===== src/rtl/sha_pkg.sv =====
// Shared definitions for the SHA-256 compression sequencer and its helpers.
package sha_pkg;

  localparam int SHA_ADDR_WTH   = 6;   // ROM address / round index width
  localparam int SHA_NUM_ROUNDS = 64;  // rounds per 512-bit block
  localparam int SHA_MSG_WORDS  = 16;  // rounds fed straight from the message block

  // Phases of one compression pass.
  typedef enum logic [2:0] {
    ST_IDLE,
    ST_INIT,
    ST_ROUND,
    ST_FINAL,
    ST_DONE
  } state_e;

endpackage


===== src/rtl/sha_round_counter.sv =====
// Modulo-MAX_COUNT round counter with enable, synchronous clear and a
// terminal-count flag. Also used by the message scheduler.
module sha_round_counter #(
  parameter int WIDTH     = 6,
  parameter int MAX_COUNT = 64
) (
  input  logic             clk,
  input  logic             reset,
  input  logic             en,
  input  logic             clr,
  output logic [WIDTH-1:0] count,
  output logic             tc
);

  localparam logic [WIDTH-1:0] LAST = WIDTH'(MAX_COUNT - 1);

  // Terminal count: the counter sits on its last value.
  assign tc = (count == LAST);

  // Count register: clear wins over enable; wraps to zero after the last value.
  // NOTE: state registers use non-blocking (<=) so every flop samples the
  // pre-edge values; blocking here would create order-dependent simulation.
  always_ff @(posedge clk or posedge reset) begin
    if (reset) begin
      count <= '0;
    end else if (clr) begin
      count <= '0;
    end else if (en) begin
      count <= tc ? '0 : count + 1'b1;
    end
  end

endmodule


===== src/rtl/sha256_round_ctrl.sv =====
// Sequencer for one SHA-256 compression pass: drives the round-constant ROM
// one entry ahead of the datapath and issues init/round/final/done strobes.
module sha256_round_ctrl
  import sha_pkg::*;
#(
  parameter int ADDR_WTH   = SHA_ADDR_WTH,
  parameter int NUM_ROUNDS = SHA_NUM_ROUNDS,  // must not exceed 2**ADDR_WTH
  parameter int MSG_WORDS  = SHA_MSG_WORDS
) (
  input  logic                clk,
  input  logic                reset,
  input  logic                i_start,
  input  logic                i_stall,
  input  logic                i_abort,
  output logic                o_busy,
  output logic                o_rc_enable,
  output logic [ADDR_WTH-1:0] o_rc_add,
  output logic                o_init_load,
  output logic                o_round_valid,
  output logic [ADDR_WTH-1:0] o_round_idx,
  output logic                o_w_sel,
  output logic                o_final_add,
  output logic                o_done
);

  localparam logic [ADDR_WTH-1:0] FIRST_SCHED = ADDR_WTH'(MSG_WORDS);

  state_e              state;
  state_e              state_nxt;
  logic [ADDR_WTH-1:0] k;
  logic                k_last;
  logic                in_round;
  logic                advance;

  assign in_round = (state == ST_ROUND);
  // A round is consumed only when the datapath is not stalled.
  assign advance  = in_round && !i_stall;

  // Round index k: counts consumed rounds, forced to zero outside ROUND and on
  // abort so every block starts from round 0.
  sha_round_counter #(
    .WIDTH    (ADDR_WTH),
    .MAX_COUNT(NUM_ROUNDS)
  ) u_round_counter (
    .clk  (clk),
    .reset(reset),
    .en   (advance),
    .clr  (i_abort || !in_round),
    .count(k),
    .tc   (k_last)
  );

  // State register.
  always_ff @(posedge clk or posedge reset) begin
    if (reset) begin
      state <= ST_IDLE;
    end else begin
      state <= state_nxt;
    end
  end

  // Next-state logic; abort overrides both stall and the normal transition.
  // NOTE: every combinational output gets a default first, so no path through
  // the case leaves a signal unassigned and no latch is inferred.
  always_comb begin
    state_nxt = state;
    unique case (state)
      ST_IDLE:  if (i_start) state_nxt = ST_INIT;
      ST_INIT:  state_nxt = ST_ROUND;
      ST_ROUND: if (advance && k_last) state_nxt = ST_FINAL;
      ST_FINAL: state_nxt = ST_DONE;
      ST_DONE:  state_nxt = ST_IDLE;
      default:  state_nxt = ST_IDLE;
    endcase
    if (state != ST_IDLE && i_abort) begin
      state_nxt = ST_IDLE;
    end
  end

  // Output decode from registered state and k; only the ROM enable and the
  // round strobe see i_stall directly.
  always_comb begin
    o_busy        = (state != ST_IDLE);
    o_rc_enable   = 1'b0;
    o_rc_add      = '0;
    o_init_load   = 1'b0;
    o_round_valid = 1'b0;
    o_round_idx   = '0;
    o_w_sel       = 1'b0;
    o_final_add   = 1'b0;
    o_done        = 1'b0;
    unique case (state)
      ST_INIT: begin
        // Prefetch K[0] so it is on the ROM output during round 0.
        o_init_load = 1'b1;
        o_rc_enable = 1'b1;
      end
      ST_ROUND: begin
        o_round_valid = !i_stall;
        o_round_idx   = k;
        o_w_sel       = (k >= FIRST_SCHED);
        // Fetch K[k+1]; on the last round the address parks at k, ROM idle.
        o_rc_add      = k_last ? k : k + 1'b1;
        o_rc_enable   = !i_stall && !k_last;
      end
      ST_FINAL: o_final_add = 1'b1;
      ST_DONE:  o_done      = 1'b1;
      default: ;
    endcase
  end

endmodule


===== config.mk =====
export PLATFORM = sky130hd
export DESIGN_NAME = sha256_round_ctrl
export DESIGN_NICKNAME = d
export VERILOG_FILES = /design/src/rtl/sha_pkg.sv /design/src/rtl/sha_round_counter.sv /design/src/rtl/sha256_round_ctrl.sv
export SDC_FILE = /design/constraint.sdc
export NUM_CORES = 1
export LEC_CHECK = 0
export CORE_MARGIN = 1.5
export CORE_UTILIZATION = 44
export CTS_CLUSTER_SIZE = 24
export DETAILED_ROUTE_END_ITERATION = 8
export PLACE_DENSITY_LB_ADDON = 0.2
export SLEW_MARGIN = 20
export SYNTH_ARGS = -nofsm -noshare
export SYNTH_HDL_FRONTEND = slang
export SYNTH_HIERARCHICAL = 1
export SYNTH_SLANG_ARGS = --single-unit
export TNS_END_PERCENT = 1

===== constraint.sdc =====
create_clock -name clk -period 2.1 [get_ports clk]
set_input_delay 0.42 -clock clk [delete_from_list [all_inputs] [get_ports clk]]
set_output_delay 0.42 -clock clk [all_outputs]
set_load 0.02 [all_outputs]

==> key figures <==
STA
  – Final hold slack: 357 ps
  – Final hold violation count: 0
  – Worst slew margin: 84.4%
  – Final setup fails: 3
  – RSZ-0062 raised after global routing: true
  – Post-layout min period: 2180 ps
  – Setup Skew: 2.24 ps
  – Setup TNS: -89.2 ps
  – Worst slew pin tran: 233 ps
  – Tcrit/Tclk final: 104%
  – Fmax: 458 MHz
  – PnR worst setup slack: -83.5 ps
  – Fin. max-slew vios: 0

Placement
  – Dpl cells: 137
  – Post-DP HPWL: 1.32 mm
  – Routability congestion estimate: 0.858
  – Port-buffer cells: 23
  – Place WS: -267 ps

Yosys
  – EDFF count, synth: 0
  – Main flop type after synthesis: dfrtp_1
  – Seq/Total Area, Yosys: 32.1%
  – Synthesis-stage register bit count: 9
  – Synth warn: 6
  – Yosys cell types: 28
  – Ys async rst share: 100%
  – Synth Area in Compound Gates: 9.46%
  – XOR/XNOR Fraction of Synth Area: 8.75%
  – Avg Cell Area, Syn: 8.34 um^2
  – Multiplexer share of the synthesized area: 4.46%
  – Synth Area in Adders: 3.57%
  – Largest family of logic cells by synthesized area: simple AND/OR/NAND/NOR gates
  – Mapped Cells: 84
  – Synth Cell Area: 701 um^2
  – Synth Area in Simple Gates: 37.3%
  – Syn_nets: 91

Final layout
  – Share of cells above drive strength 1: 28.1%
  – Ant. Diodes: 0
  – Final cell count without fillers: 144
  – Fin nets: 136
  – Most frequent cells in the layout: buf_4 (21), nor2_1 (14), dlygate4sd2_1 (10), dfrtp_1 (9)
  – Most common cell after layout, fill and taps aside: buf_4
  – Fillers: 120
  – Area Overhead vs Synth: 57.9%

Detailed routing
  – Post-DR vias/cell: 5.19
  – Post-route antenna net violation count: 0
  – Number of detailed-route iterations in the first pass: 4
  – Iteration-0 DRC Markers: 14
  – DR WL/cell: 12.5 um
  – # DRC: 0
  – Routed vias: 747
  – Drt total wl: 1.80 mm

CTS
  – CTS tree: yes
  – Clock root cell: clkbuf_4
  – Hold Buf Count CTS: 0
  – CTS Buf Count: 3
  – Clk_lat worst skew: 250 ps
  – Clk sinks: 9
  – Htree depth: 1
  – Clk pin slew, worst setup/hold paths: 50 ps
  – Clock Tree Buf Depth: 2

Critical path
  – Critical path class: flop to primary output
  – CP Data Arrival Time: 1760 ps
  – CP max FO: 4
  – Startpoint types: flop
  – Critical Path RT: 1680 ps
  – Worst Setup End Kind: primary output

Power and ir drop
  – Gate power share: 44.2%
  – Sw frac: 35.0%
  – Static leakage: 0.531 nW
  – Switching power: 0.202 mW
  – Clock share of power: 21.9%
  – Peak supply drop: 0.509 mV
  – Sequential share of power: 33.9%
  – Pint: 0.374 mW
  – Design Power: 0.576 mW
  – Pwr/cell area: 520 nW/um^2

Floorplanning
  – Die H: 42.9 um
  – I/O pin count: 24
  – FP Rows: 14
  – Die width: 42.9 um
  – Initial Util: 46.5%
  – Die footprint: 1840 um^2
  – Core area: 1510 um^2

Global route
  – Overflow after GRT: 0
  – First-pass GRT wire length: 2.95 mm
  – Pin count of the biggest net entering global routing: 11
  – Vias in the first global route: 698
  – Initial antenna violation count: 0
  – GRT Resource Usage Total: 21.5%

Hold path
  – Hold Crit Class: input pin to async pin

Status
  – Failing checks: negative setup slack
  – Run status: complete, but fails checks

Job
  – Max cap viols: 0
[metal layers]
layer | part of all wire [%] | GRT usage [%] | vias to the layer above | wire length [um]
met5 | 0 | 0 | - | 0
met4 | 1.6 | 13.1 | 0 | 28
met3 | 4.3 | 2.55 | 3 | 77
met2 | 50 | 33.9 | 29 | 901
met1 | 44 | 27.6 | 336 | 788
li1 | - | - | 379 | -
[final timing paths]
kind                                                      start                                   end  slack, ps  cells past startpoint
setup / recovery           u_round_counter/count[0]$_DFFE_PP0P_                           o_rc_add[5]        -80                      7
hold / removal                                            reset                  state[2]$_DFFE_PP0P_        360                      2
setup reg to reg                           state[2]$_DFFE_PP0P_  u_round_counter/count[5]$_DFFE_PP0P_        360                      7
hold reg to reg                            state[0]$_DFFE_PP0P_                  state[0]$_DFFE_PP0P_        640                      2
max in group asynchronous                                 reset  u_round_counter/count[5]$_DFFE_PP0P_       1510                      2
min in group clk                           state[0]$_DFFE_PP0P_                  state[0]$_DFFE_PP0P_        640                      2
[critical path: stages (launching register included)]
cell,delay [ps]
dfrtp_1,400
ha_4,190
nand3_4,90
nor2_2,50
nand4b_1,270
o211ai_1,260
o31ai_2,90
buf_4,160
[state kept, by name (all words and copies together), names as in the netlist]
| register | cells |
|---|---|
| state | 3 |
| u_round_counter/count | 6 |
[through the flow]
step	cell area [um^2]	utilization [%]
after floorplan	706	-
final	1110	73.4
after CTS	1070	71.0
after global routing	1110	73.4
after detailed placement	1060	70.2
after global placement	1060	70.2
[cells in the mapped netlist, types with 3 or more instances]
cell,n,area [um^2]
a21oi_1,5,25.0
dfrtp_1,9,225
nor3_1,3,15.0
nand4_1,3,18.8
and2_1,6,37.5
inv_1,3,11.3
nand2_1,6,22.5
nand2b_1,3,18.8
xor2_1,5,43.8
nor2_1,15,56.3
[cell families after synthesis]
family	Yosys count
buffers and inverters	5
XOR/XNOR	7
flip-flops	9
AND/OR/NAND/NOR	47
adder cells (fa/ha/maj)	2
multiplexers	3
AO/OA/AOI/OAI	11
[power by group through the flow]
stage                     registers, mW  logic, mW  clock network, mW
after floorplan                   0.201      0.150                  0
after global placement            0.198      0.261                  0
after detailed placement          0.198      0.265                  0
after CTS                         0.195      0.260              0.133
after global routing              0.198      0.279              0.136
final                             0.195      0.254              0.126
[timing repair]
item,CTS,global route
resized for setup,39,6
setup buffers,1,2
endpoints found under the setup margin,17,8
pin swaps,2,2
[final cells by class]
cell class / count / area, um^2 / share of cell area, %
Clock buffer: 4 / 26.3 / 2.38
Sequential cell: 9 / 225 / 20.4
Multi-Input combinational cell: 70 / 478 / 43.2
Inverter: 3 / 11.3 / 1.02
Tap cell: 16 / 20.0 / 1.81
Timing Repair Buffer: 42 / 345 / 31.2
Note: power is estimated with default switching activity, not from simulation.
